--- config.mk ---
export PLATFORM = sky130hd
export DESIGN_NAME = minimal_seq_ctrl
export DESIGN_NICKNAME = d
export VERILOG_FILES = /design/src/rtl/minimal_seq_ctrl.sv
export SDC_FILE = /design/constraint.sdc
export NUM_CORES = 1
export LEC_CHECK = 0
export CORE_MARGIN = 4
export CORE_UTILIZATION = 39
export DETAILED_ROUTE_END_ITERATION = 10
export HOLD_SLACK_MARGIN = 0.12
export PLACE_DENSITY = 0.62
export SYNTH_ARGS = -nofsm -noshare
export SYNTH_HDL_FRONTEND = slang
export SYNTH_SLANG_ARGS = --single-unit
--- constraint.sdc ---
create_clock -name clk -period 3.3 [get_ports clk]
set_clock_uncertainty 0.2 [all_clocks]
set_input_delay 0.66 -clock clk [delete_from_list [all_inputs] [get_ports clk]]
set_output_delay 0.66 -clock clk [all_outputs]
set_load 0.02 [all_outputs]
--- src/rtl/minimal_seq_ctrl.sv ---
// ---------------------------------------------------------------------------
// minimal_seq_ctrl
//
// Sequencer for a single-bit datapath. It drives the datapath input through
// a programmable waveform (low_len cycles of 0, then high_len cycles of 1)
// for a programmed number of repetitions. On the last cycle of each high
// phase it samples the datapath output and counts the highs it sees.
//
// Build option:
//   MINSEQ_ABORT_EN - when defined, adds the 'abort' input, which ends a run
//                     from LOW or HIGH straight back to IDLE without 'done'.
//
// Ports:
//   clk       in   clock, rising edge
//   rst_n     in   asynchronous active-low reset
//   start     in   run request, sampled only in IDLE
//   abort     in   (MINSEQ_ABORT_EN only) cancel the run in LOW/HIGH
//   low_len   in   CNT_W  cycles of drv_i=0 per repetition (0 acts as 1)
//   high_len  in   CNT_W  cycles of drv_i=1 per repetition (0 acts as 1)
//   reps      in   REP_W  number of repetitions (0 -> immediate done)
//   dp_o      in   datapath output, sampled on the last HIGH cycle
//   drv_i     out  drives the datapath input
//   busy      out  high in LOW and HIGH
//   done      out  one-cycle pulse at normal completion
//   hit_cnt   out  REP_W+1  number of sampled highs in the current/last run
// ---------------------------------------------------------------------------
module minimal_seq_ctrl #(
    parameter int CNT_W = 8,
    parameter int REP_W = 4
) (
    input  logic             clk,
    input  logic             rst_n,
    input  logic             start,
`ifdef MINSEQ_ABORT_EN
    input  logic             abort,
`endif
    input  logic [CNT_W-1:0] low_len,
    input  logic [CNT_W-1:0] high_len,
    input  logic [REP_W-1:0] reps,
    input  logic             dp_o,
    output logic             drv_i,
    output logic             busy,
    output logic             done,
    output logic [REP_W:0]   hit_cnt
);

    typedef enum logic [1:0] {
        S_IDLE,
        S_LOW,
        S_HIGH,
        S_DONE
    } state_e;

    state_e           state_q,    state_d;
    logic [CNT_W-1:0] phase_q,    phase_d;
    logic [REP_W-1:0] rep_q,      rep_d;
    logic [CNT_W-1:0] low_len_q,  low_len_d;
    logic [CNT_W-1:0] high_len_q, high_len_d;
    logic [REP_W-1:0] reps_q,     reps_d;
    logic [REP_W:0]   hit_q,      hit_d;
    logic             drv_q,      drv_d;
    logic             busy_q,     busy_d;
    logic             done_q,     done_d;

    logic             abort_req;
    logic [CNT_W-1:0] low_eff;
    logic [CNT_W-1:0] high_eff;
    logic             low_last;
    logic             high_last;
    logic [REP_W-1:0] rep_next;

`ifdef MINSEQ_ABORT_EN
    assign abort_req = abort;
`else
    assign abort_req = 1'b0;
`endif

    // A programmed length of zero still produces one cycle of that phase.
    assign low_eff   = (low_len_q  == '0) ? CNT_W'(1) : low_len_q;
    assign high_eff  = (high_len_q == '0) ? CNT_W'(1) : high_len_q;
    assign low_last  = (phase_q == low_eff  - CNT_W'(1));
    assign high_last = (phase_q == high_eff - CNT_W'(1));
    // rep_q is always below reps_q while running, so this cannot wrap.
    assign rep_next  = rep_q + REP_W'(1);

    // ---------------------------------------------------------------------
    // State register (also holds counters, latched settings and outputs)
    // ---------------------------------------------------------------------
    // NOTE: sequential state is updated with non-blocking assignments so every
    // register sees the pre-edge values of the others.
    always_ff @(posedge clk or negedge rst_n) begin
        if (!rst_n) begin
            state_q    <= S_IDLE;
            phase_q    <= '0;
            rep_q      <= '0;
            low_len_q  <= '0;
            high_len_q <= '0;
            reps_q     <= '0;
            hit_q      <= '0;
            drv_q      <= 1'b0;
            busy_q     <= 1'b0;
            done_q     <= 1'b0;
        end else begin
            state_q    <= state_d;
            phase_q    <= phase_d;
            rep_q      <= rep_d;
            low_len_q  <= low_len_d;
            high_len_q <= high_len_d;
            reps_q     <= reps_d;
            hit_q      <= hit_d;
            drv_q      <= drv_d;
            busy_q     <= busy_d;
            done_q     <= done_d;
        end
    end

    // ---------------------------------------------------------------------
    // Next-state logic
    // ---------------------------------------------------------------------
    always_comb begin
        // NOTE: hold-value defaults up front guarantee every path assigns
        // every signal, so no latches are inferred.
        state_d    = state_q;
        phase_d    = phase_q;
        rep_d      = rep_q;
        low_len_d  = low_len_q;
        high_len_d = high_len_q;
        reps_d     = reps_q;
        hit_d      = hit_q;

        unique case (state_q)
            S_IDLE: begin
                if (start) begin
                    low_len_d  = low_len;
                    high_len_d = high_len;
                    reps_d     = reps;
                    hit_d      = '0;
                    phase_d    = '0;
                    rep_d      = '0;
                    state_d    = (reps == '0) ? S_DONE : S_LOW;
                end
            end

            S_LOW: begin
                if (abort_req) begin
                    state_d = S_IDLE;
                    phase_d = '0;
                    rep_d   = '0;
                end else if (low_last) begin
                    state_d = S_HIGH;
                    phase_d = '0;
                end else begin
                    phase_d = phase_q + CNT_W'(1);
                end
            end

            S_HIGH: begin
                // Abort wins over the phase end, so a sample due now is dropped.
                if (abort_req) begin
                    state_d = S_IDLE;
                    phase_d = '0;
                    rep_d   = '0;
                end else if (high_last) begin
                    if (dp_o) begin
                        hit_d = hit_q + (REP_W+1)'(1);
                    end
                    phase_d = '0;
                    rep_d   = rep_next;
                    state_d = (rep_next == reps_q) ? S_DONE : S_LOW;
                end else begin
                    phase_d = phase_q + CNT_W'(1);
                end
            end

            S_DONE: begin
                state_d = S_IDLE;
                rep_d   = '0;
            end

            default: begin
                state_d = S_IDLE;
            end
        endcase
    end

    // ---------------------------------------------------------------------
    // Output logic: decoded from the next state and registered, so outputs
    // change on the same edge the state does.
    // ---------------------------------------------------------------------
    always_comb begin
        drv_d  = (state_d == S_HIGH);
        busy_d = (state_d == S_LOW) || (state_d == S_HIGH);
        done_d = (state_d == S_DONE);
    end

    assign drv_i   = drv_q;
    assign busy    = busy_q;
    assign done    = done_q;
    assign hit_cnt = hit_q;

endmodule

==> results.txt <==
RSZ-0062 raised after global routing - no
H-tree depth - 2
TritonCTS buffer count - 5
Setup Viol. Count Final - 0
Post_cts resized - 0
Top cells by count, synth - 42 x dfrtp_1, 22 x mux2_2, 13 x nand2_1
Post-synthesis cell count - 263
Final #Nets - 333
Diodes inserted - 0
I/O pin cnt - 32
Drt pass-1 iters - 4
Ys Warns - 0
Hold Crit Start - phase_q[7]
Pin count of the biggest net entering global routing - 43
Final Hold Fails - 0
Clock power share - 15.1%
Ratio of cells with drive above 1 in the final layout - 21.59%
# fillers - 619
Starting density of the core - 39.98%
Global route overflow - 0
Most common cell in the netlist - dfrtp_1
Die ar. - 8322 um^2
Slew @ Worst Pin - 0.9660 ns
Reg clk slew, reported paths - 0.08 ns
Final non-filler cell total - 381
Top cell type's share of synthesized area - 38.91%
Die height - 91.23 um
Outcome - completed
Routed WL - 5771 um
DR vias - 2128
Minimum hold slack - 0.3122 ns
Peak VDD IR - 0.2638 mV
Worst setup EP type - register
Tot Pwr - 2.681 mW
Max Transition Viols Final - 0
Placed cell areas - 3131 um^2
FFs w/ async S/R, synth - 100.0%
Dpl hpwl - 4253 um
Critical Path AT - 3.11 ns
Fin crit share - 94.45%
CP Data Required Time - 3.29 ns
Port Buf Inserts - 31
Critical path fanouts, max - 6
Post-layout util - 48.50%
Final worst slack - 0.1830 ns
Total core area - 6756 um^2
Sw Share - 41.45%
Syn_nets - 296
Seq cells post-synth - 42
Routability cong. - 0.8140
Synthesized area - 2701 um^2
Total setup buffers inserted after CTS - 0
Worst setup SP type - register
Relative slew margins - 35.60%
Initial antenna violation count - 0
RR Startpoint - high_len_q[4]
Final instance area - 3277 um^2
Skew-Pair Late Insertion Delay - 0.30 ns
Setup TNS - 0 ns
Leading area contributor after synthesis - dfrtp_1
Clk buf depth - 2
Wire per inst - 15.15 um
EDFF count, synth - 0
Vias per cell - 5.585
Chip width - 91.23 um
PwrDens - 818.2 nW/um^2
CTS root buf - clkbuf_8
Critical path origin - high_len_q[4]
Dpl cells - 373
Hold_buf cts - 0
Gate power share - 51.4%
Internal Pwr Total - 1.570 mW
Register share of total power - 33.6%
Row count - 30
First-pass GRT wire length - 9804 um
Hold/Removal Path Class - reg2reg
ANT nets after route - 0
Largest cells by area after synthesis - dfrtp_1 39%, mux2_2 9.2%, ha_1 4.2%
Final min period - 3.117 ns
Register area share after synthesis - 38.91%
CTS sink count - 42
Synth-to-Final Area Change - 21.31%
Total GRT Usage - 14.41%
Fmax - 320.8 MHz
Critical path class - reg2reg
Setup WS pre-CTS - 0.1091 ns
Static leakage - 1.335 nW
Dominant synthesized flop cell - dfrtp_1
Sw Pwr - 1.111 mW
Unique masters post-synth - 61
DRC errors left - 0
CTS tree - yes
DRT iter0 DRCs - 115
Syn avg cell area - 10.27 um^2
Max-cap violations - 0
Vias in the first global route - 2086
[layout make-up]
| type | instances | area [um^2] | area share, % |
|---|---|---|---|
| flip-flops and latches | 42 | 1051 | 32.07 |
| clock inverters | 3 | 40.04 | 1.222 |
| inverters | 12 | 45.04 | 1.375 |
| clock buffers | 5 | 68.82 | 2.100 |
| multi-input cells | 198 | 1592 | 48.57 |
| well taps | 80 | 100.1 | 3.055 |
| repair buffers | 41 | 380.4 | 11.61 |
[cells in the final DEF (no fill, tap or decap), drive strengths merged, types with 2 or more instances in the layout]
cell | netlist | layout
dfrtp | 42 | 42
clkdlybuf4s50 | 0 | 30
mux2 | 22 | 22
nand2 | 13 | 13
o21ai | 13 | 13
inv | 12 | 12
nand2b | 12 | 12
a21oi | 11 | 11
nor2 | 11 | 11
buf | 6 | 11
xor2 | 10 | 10
nor3 | 10 | 10
xnor2 | 9 | 9
ha | 9 | 9
nand3 | 8 | 8
or3 | 6 | 6
mux2i | 5 | 5
a221oi | 5 | 5
a21o | 5 | 5
clkbuf | 5 | 5
nor4 | 5 | 5
a31oi | 4 | 4
a22o | 4 | 4
o211ai | 3 | 3
or4 | 2 | 2
nand3b | 2 | 2
o2111a | 2 | 2
clkinv | 0 | 2
nor4b | 2 | 2
and3 | 2 | 2
o2111ai | 2 | 2
or2 | 2 | 2
a221o | 2 | 2
[sequential cells by signal (all words and copies together) (netlist names)]
name	cells
high_len_q	8
low_len_q	8
phase_q	8
hit_cnt	5
rep_q	4
reps_q	4
state_q	2
busy	1
done	1
drv_i	1
[power groups by stage]
stage	Sequential [mW]	Clock (mW)	Combinational, mW
floorplan	0.887	0	0.966
global placement	0.889	0	1.33
detailed placement	0.897	0	1.35
CTS	0.887	0.420	1.35
global route	0.933	0.443	1.52
finish	0.900	0.404	1.38
[critical path: stages, from the launching register on]
cell and delay [ns]:
dfrtp_1 0.47, nor4_2 0.07, a21oi_1 0.16, ha_1 0.24
nor4b_2 0.29, a21oi_1 0.11, and3b_1 0.28, o2111ai_4 0.21
or2_4 0.32, a221o_1 0.34, ha_1 0.28, inv_1 0.03
[layer usage]
metal	wire length [um]	GRT usage [%]	up-vias
met3	182	3.314	5
met5	0	0	-
met1	2800	19.66	1045
met2	2737	22.26	28
met4	51	5.276	0
li1	-	-	1050
[kinds of logic after synthesis]
family          count (synthesis)  synth area share, %
fa+ha+maj                       9                4.169
xor+xnor                       19                6.160
buf+inv                        23                3.566
compound gates                 62                18.07
simple gates                   81                18.11
mux                            27                11.02
flops                          42                38.91
[worst paths after layout]
kind,slack [ns],end,depth (start not counted)
max,0.18,busy,11
min,0.31,phase_q[7],1
max reg2reg,0.18,busy,11
min reg2reg,0.31,phase_q[7],1
max in group asynchronous,1.98,phase_q[4],1
min in group asynchronous,0.32,reps_q[0],1
No activity file was read; power rests on OpenSTA's default activity.
